## src/rtl/mano_pkg.sv

```systemverilog
// Shared types and constants for the memory responder slice: FSM state
// encoding, default widths and the wait-state limit.
package mano_pkg;

  typedef enum logic [2:0] {
    S_IDLE   = 3'd0,
    S_WAIT   = 3'd1,
    S_ACCESS = 3'd2,
    S_DONE   = 3'd3,
    S_REARM  = 3'd4
  } state_t;

  localparam int DW_DEF   = 8;
  localparam int AW_DEF   = 8;
  localparam int WAIT_MAX = 15;

  // A request is legal only when exactly one strobe is raised.
  function automatic logic single_strobe(input logic rd, input logic wr);
    return rd ^ wr;
  endfunction

endpackage

```

## src/rtl/mem_responder_mem_array.sv

```systemverilog
// Single-port 2^AW x DW storage: synchronous write, registered read port.
// Reset only clears the read register; array contents survive reset.
module mem_array
  import mano_pkg::*;
#(
  parameter int DW = DW_DEF,
  parameter int AW = AW_DEF
) (
  input  logic          clk,
  input  logic          rst,
  input  logic          we,
  input  logic          re,
  input  logic [AW-1:0] addr,
  input  logic [DW-1:0] wdata,
  output logic [DW-1:0] rdata
);

  logic [DW-1:0] mem_r [0:(1<<AW)-1];
  logic [DW-1:0] rdata_r;

  // Storage write port, no reset so the array maps onto RAM.
  always_ff @(posedge clk) begin
    if (we) begin
      mem_r[addr] <= wdata;
    end
  end

  // Read register holds its value until the next enabled read.
  always_ff @(posedge clk) begin
    if (rst) begin
      rdata_r <= '0;
    end else if (re) begin
      rdata_r <= mem_r[addr];
    end
  end

  assign rdata = rdata_r;

endmodule

```

## src/rtl/mem_responder.sv

```systemverilog
// Wait-stated memory responder for a Mano-style control unit: latches one
// request, counts wait states, performs the access and pulses RDY.
module mem_responder
  import mano_pkg::*;
#(
  parameter int DW          = DW_DEF,
  parameter int AW          = AW_DEF,
  parameter int WAIT_STATES = 2
) (
  input  logic          CLK,
  input  logic          RST,
  input  logic          READ,
  input  logic          WRITE,
  input  logic [AW-1:0] ADDR,
  input  logic [DW-1:0] WDATA,
  output logic [DW-1:0] RDATA,
  output logic          RDY,
  output logic          BUSY,
  output logic          HOLD,
  output logic          ERR
);

  localparam logic [3:0] WS_LOAD = 4'(WAIT_STATES);

  state_t        state_r;
  logic [3:0]    cnt_r;
  logic [AW-1:0] addr_r;
  logic [DW-1:0] wdata_r;
  logic          wr_r;
  logic          rdy_r;
  logic          busy_r;
  logic          err_r;
  logic          hold_s;
  logic          mem_we_s;
  logic          mem_re_s;

  // Request FSM with wait counter, latched operation and registered flags.
  always_ff @(posedge CLK) begin
    if (RST) begin
      state_r <= S_IDLE;
      cnt_r   <= 4'd0;
      addr_r  <= '0;
      wdata_r <= '0;
      wr_r    <= 1'b0;
      rdy_r   <= 1'b0;
      busy_r  <= 1'b0;
      err_r   <= 1'b0;
    end else begin
      case (state_r)
        S_IDLE: begin
          rdy_r <= 1'b0;
          if (single_strobe(READ, WRITE)) begin
            addr_r  <= ADDR;
            wdata_r <= WDATA;
            wr_r    <= WRITE;
            err_r   <= 1'b0;
            busy_r  <= 1'b1;
            if (WAIT_STATES == 0) begin
              state_r <= S_ACCESS;
              cnt_r   <= 4'd0;
            end else begin
              state_r <= S_WAIT;
              cnt_r   <= WS_LOAD;
            end
          end else if (READ && WRITE) begin
            // Conflicting strobes: flag it and wait for both to drop.
            err_r   <= 1'b1;
            state_r <= S_REARM;
          end else begin
            state_r <= S_IDLE;
          end
        end
        S_WAIT: begin
          if (cnt_r <= 4'd1) begin
            cnt_r   <= 4'd0;
            state_r <= S_ACCESS;
          end else begin
            cnt_r   <= cnt_r - 4'd1;
          end
        end
        S_ACCESS: begin
          busy_r  <= 1'b0;
          rdy_r   <= 1'b1;
          state_r <= S_DONE;
        end
        S_DONE: begin
          rdy_r   <= 1'b0;
          state_r <= (READ || WRITE) ? S_REARM : S_IDLE;
        end
        S_REARM: begin
          if (!READ && !WRITE) begin
            state_r <= S_IDLE;
          end else begin
            state_r <= S_REARM;
          end
        end
        default: begin
          state_r <= S_IDLE;
          cnt_r   <= 4'd0;
          rdy_r   <= 1'b0;
          busy_r  <= 1'b0;
        end
      endcase
    end
  end

  // HOLD must rise in the same cycle a request is presented.
  always_comb begin
    hold_s = 1'b0;
    case (state_r)
      S_WAIT, S_ACCESS: hold_s = 1'b1;
      S_IDLE:           hold_s = single_strobe(READ, WRITE) & ~RST;
      default:          hold_s = 1'b0;
    endcase
  end

  // Reset in the ACCESS cycle wins, so gate both enables with RST.
  assign mem_we_s = (state_r == S_ACCESS) &  wr_r & ~RST;
  assign mem_re_s = (state_r == S_ACCESS) & ~wr_r & ~RST;

  mem_array #(
    .DW (DW),
    .AW (AW)
  ) u_mem (
    .clk   (CLK),
    .rst   (RST),
    .we    (mem_we_s),
    .re    (mem_re_s),
    .addr  (addr_r),
    .wdata (wdata_r),
    .rdata (RDATA)
  );

  assign RDY  = rdy_r;
  assign BUSY = busy_r;
  assign ERR  = err_r;
  assign HOLD = hold_s;

endmodule

```

## config.mk

```make
export PLATFORM = sky130hd
export DESIGN_NAME = mem_responder
export DESIGN_NICKNAME = d
export VERILOG_FILES = /design/src/rtl/mano_pkg.sv /design/src/rtl/mem_responder_mem_array.sv /design/src/rtl/mem_responder.sv
export SDC_FILE = /design/constraint.sdc
export NUM_CORES = 2
export LEC_CHECK = 0
export BUFFER_PORTS_ARGS = -buffer_cell sky130_fd_sc_hd__buf_4
export CAP_MARGIN = 20
export CORE_MARGIN = 2
export CORE_UTILIZATION = 63
export DETAILED_ROUTE_END_ITERATION = 8
export PLACE_DENSITY = 0.79
export SYNTH_ARGS = -nofsm -noshare
export SYNTH_HDL_FRONTEND = slang
export SYNTH_HIERARCHICAL = 1
export SYNTH_SLANG_ARGS = --single-unit
```

## constraint.sdc

```tcl
create_clock -name CLK -period 6 [get_ports CLK]
set_input_delay 1.5 -clock CLK [delete_from_list [all_inputs] [get_ports CLK]]
set_output_delay 1.5 -clock CLK [all_outputs]
set_load 0.03 [all_outputs]
```

Word-level counts from Yosys, hierarchy flattened
Memory sizes are Yosys's and may differ from the RTL's. A register that Yosys moved wholly into a read port is not among the register bits. Cells that the tools add are included.

Flip-flop bits (word level): 27. RAM bits: 2048. Input port bits: 20. Output and inout port bits: 12. Logic and storage cells: 59. Memories kept: 1.

Memories: u_mem.mem_r (depth 256, width 8, rd ports 1, clocked after Yosys merged registers in 1, write ports 1, line mem_responder_mem_array.sv:18) `logic [DW-1:0] mem_r [0:(1<<AW)-1];`.

$add $sub $neg: 1. Magnitude comparators: 1. Equality and inequality tests: 6. Mux-type cells: 17. Bitwise gates (word level): 10. Reduce and logical (&&, ||, !) cells: 15.

Operators by type and width (number): $mux W3 (5); $pmux W3 S5 (1); $pmux W4 S3 (1); $mux W4 (2); $reduce_and A2 Y1 (4); $eq A3 B2 Y1 const B (2); $pmux W1 S2 (3); $reduce_or A3 Y1 (2); $and A1 B1 Y1 (5); $mux W1 (5); $le A4 B1 Y1 const B (1); $ne A2 B2 Y1 const B (2); $not A1 Y1 (4); $reduce_or A2 Y1 (2); $sub A4 B1 Y4 const B (1); $eq A3 B1 Y1 const B (1); $eq A3 B3 Y1 const B (1); $logic_not A3 Y1 (1); $logic_and A1 B1 Y1 (2); $logic_not A1 Y1 (2); $reduce_bool A2 Y1 (1); $logic_or A1 B1 Y1 (1); $xor A1 B1 Y1 (1).

Longest topological paths before layout
Depth in word-level cells: 5. Depth in mapped cells: 13. Mapped depth without buffers: 8.

Cells and area by module
Netlist, hierarchy kept.

Modules (own cells, without submodules): mem_array (times used 1, cells an instance 3813, area an instance 80143.1 µm², seq. area each 61659.1 µm²); mem_responder (times used 1, cells an instance 150, area an instance 1226.2 µm², seq. area each 540.5 µm²).

Least setup slack after synthesis
Ideal clock, no wire load.

Path type: register to register. Start point: register wdata_r[0]. End point: memory u_mem/mem_r[0][0] (netlist bit) (data pin). Library setup time: 856 ps. Data arrival time: 3397 ps. Setup slack: 1747 ps. Cell stages (with the launch flop): 1. Buffers on the path: 0. Path through: dfxtp_1.

RTL lines: from (decl) (line mem_responder.sv:28) `logic [DW-1:0] wdata_r;`; from (signal assigned) (line mem_responder.sv:43) `wdata_r <= '0;`; from (signal assigned) (line mem_responder.sv:54) `wdata_r <= WDATA;`; to (decl) (line mem_responder_mem_array.sv:18).

Straight into the memory's write port.

==> results.sh <==
export IMPL_grt_pass1_vias=42020
export IMPL_cellLeakagePower_nw=27.9
export IMPL_grt_max_degree=197
export IMPL_ys_seq_area_share_pct=76.4
export IMPL_cts_root_buffer="clkbuf_16"
export IMPL_rsz0062_at_grt="false"
export IMPL_io_pins=32
export IMPL_coreArea_sq_mm=0.128
export IMPL_die_h_um=363
export IMPL_initial_core_util_pct=63.6
export IMPL_post_route_drc_count=0
export IMPL_fillers=7159
export IMPL_dieArea_sq_mm=0.132
export IMPL_hold_path_depth=2
export IMPL_final_nets=4109
export IMPL_routed_via_density=7.22
export IMPL_critPathKind="register to register"
export IMPL_syn_inst=3963
export IMPL_hold_class="register to register"
export IMPL_crit_arrival_ns=5.24
export IMPL_clock_sink_count=2083
export IMPL_rows=131
export IMPL_worstSkewPairLatency_ns=0.83
export IMPL_ctsResizeCount=0
export IMPL_power_per_cell_area_mw_per_mm2=370
export IMPL_drtPass1Iterations=9
export IMPL_antenna_left=0
export IMPL_maxSlewHeadroom_pct=4.06
export IMPL_grt_pass1_wl_um=301000
export IMPL_max_vdd_ir_drop_v=0.000234
export IMPL_worst_pin_slew_ns=1.44
export IMPL_yosys_cell_types_count=69
export IMPL_fin_area_sq_mm=0.0901
export IMPL_start_kind="register"
export IMPL_r2r_worst_path_cells=8
export IMPL_status="finished, final reports clean"
export IMPL_wl_um=210000
export IMPL_numPortBuffers=31
export IMPL_syn_nets=3987
export IMPL_gr_usage_all_layers_pct=32.3
export IMPL_p_total_mw=33.4
export IMPL_gp_congestion=0.916
export IMPL_crit_chain="buf_4 -> nand3_1 -> nor4_1 -> a31oi_1 -> o2111ai_1 -> nor4b_1 -> clkbuf_2 -> a211oi_1"
export IMPL_vias=42724
export IMPL_multi_input_area_sq_mm=0.0178
export IMPL_clockBufferDepth=3
export IMPL_drt_iter0_markers=7669
export IMPL_ys_warnings_count=6
export IMPL_synthArstFlopShare_pct=0
export IMPL_critPathSlowestCell="nor4_1"
export IMPL_regArea_sq_mm=0.0622
export IMPL_fmax_mhz=223
export IMPL_hold_buffers=0
export IMPL_path_max_fanout=24
export IMPL_cts_tree="yes"
export IMPL_gr_total_overflow=0
export IMPL_fin_skew_ns=0.0410
export IMPL_die_w_um=363
export IMPL_layout_drive_gt1_share_pct=23.4
export IMPL_synth_edf_count=2048
export IMPL_cap_violations=0
export IMPL_final_max_slew_viol_count=0
export IMPL_cp_data_required_time_ns=6.75
export IMPL_wire_per_inst_um=35.6
export IMPL_dp_hpwl_um=119000
export IMPL_synth_seq_cells=2083
export IMPL_clk_pin_slew_ns=0.06
export IMPL_finalHoldViolCount=0
export IMPL_setup_viol_count_final=0
export IMPL_crit_path_end_kind="register"
export IMPL_antenna_found_initial=12
export IMPL_finalCriticalPeriod_ns=4.49
export IMPL_ys_flop_type="edfxtp_1"
export IMPL_cts_made_buffers=193
export IMPL_syn_area_sq_mm=0.0814
export IMPL_dpl_cell_area_sq_mm=0.0837
export IMPL_cts_setup_buffers=0
export IMPL_syn_to_final_growth_pct=10.8
export IMPL_cpPeakStageDelay_ns=0.99
export IMPL_syn_mean_instance_area_sq_um=20.5
export IMPL_htree_num_levels=4
export IMPL_setup_tns_ns=0
export IMPL_post_route_period_util_pct=74.8
-- power breakdown --
part | switching [mW] | leakage [nW] | internal [mW]
sequential | 0.288 | 19.1 | 16.5
clock | 5.33 | 3.14 | 7.12
combinational | 2.75 | 5.66 | 1.41
total | 8.37 | 27.9 | 25.0
-- cells in the final DEF, fill, tap and decap left out, types with 15 or more instances in the layout --
master and instances:
dfxtp_1 21, a31oi_1 15, clkinv_2 38, a21oi_1 69
o21ai_0 44, nand2b_1 19, edfxtp_1 2048, mux4_2 469
nor3_1 54, clkbuf_1 35, clkinv_1 41, mux2i_1 189
buf_12 17, buf_4 159, bufinv_16 25, a22oi_1 33
nor2_1 269, clkbuf_16 198, nand3_1 33, mux2_2 39
nand2_1 144, a32oi_1 20, o22ai_1 61
-- cells by family after synthesis --
logic type / Yosys count / synth area share (%)
buf+inv: 267 / 1.73
compound gates: 324 / 2.65
flops: 2083 / 76.4
xor+xnor: 2 / 0.0215
simple gates: 583 / 3.15
mux: 700 / 15.9
fa+ha+maj: 4 / 0.0615
-- through the flow --
stage / setup WS (ns) / hold slack [ns] / util, % / std cells
6_report: 1.51 / 0.484 / 70.5 / 5916
5_1_grt: 1.43 / 0.505 / 70.5 / 5908
4_1_cts: 1.71 / 0.484 / 70.5 / 5904
3_5_place_dp: 1.48 / 0.469 / 65.5 / 5549
3_3_place_gp: 1.54 / 0.475 / 65.5 / 5547
2_1_floorplan: 1.75 / 0.435 / - / 3963
-- routing by layer --
layer,vias to the layer above,wire [um],global-route usage [%]
met3,611,30000,9.78
met5,-,138,0.545
met4,12,10200,14.0
li1,16587,-,-
met1,21786,72600,44.6
met2,3728,97300,48.5
-- sequential cells by signal (all words and copies together) (netlist names) --
name / flops
ERR: 1
RDY: 1
BUSY: 1
u_mem/rdata: 8
u_mem/mem_r: 2048
addr_r: 8
state_r: 3
wr_r: 1
cnt_r: 4
wdata_r: 8
-- path summary, 6_finish.rpt --
| path | start | end | slack [ns] |
|---|---|---|---|
| worst max-delay path | addr_r[5] | u_mem/rdata[5] | 1.51 |
| worst min-delay path | wr_r | wr_r | 0.48 |
| worst max register to register | addr_r[5] | u_mem/rdata[5] | 1.51 |
| worst min register to register | wr_r | wr_r | 0.48 |
-- synth_stat cells (all sizes together) (5+ instances only) --
cell type     n  area (sq um)
a2111oi       7          67.6
a211oi       11          82.6
a21oi        69           345
a221oi       13           114
a22oi        33           248
a31oi        15          93.8
a32oi        20           175
buf         131           898
clkbuf      121           454
dfxtp        35           701
edfxtp     2048         61500
inv          15          56.3
mux2         39           439
mux2i       189          1890
mux4        472         10600
nand2       144           541
nand2b       19           119
nand3        33           165
nor2        270          1010
nor2b        17           106
nor3         54           270
o211ai        5          37.5
o21ai        46           230
o21bai        6          45.0
o221ai        5          43.8
o22ai        61           382
o32ai         7          61.3
or2           6          37.5
or3           5          31.3
-- area by class of cell --
| cell class | instances | share of cell area (%) |
|---|---|---|
| antenna | 9 | 0.0250 |
| inverter | 15 | 0.0652 |
| clock buffer | 233 | 5.64 |
| timing repair buffer | 179 | 1.73 |
| tap | 1662 | 2.31 |
| sequential | 2083 | 69.1 |
| clock inverter | 122 | 1.45 |
| multi-input combinational | 1613 | 19.7 |
-- worst max-delay path, delay by kind of cell (launching register included) --
kind / cells / cell delay, ns
buffers and inverters: 2 / 0.80
AND/OR/NAND/NOR: 3 / 2.05
AO/OA/AOI/OAI: 3 / 0.64
flip-flops: 1 / 0.88
Note: power is estimated with default switching activity, not from simulation.
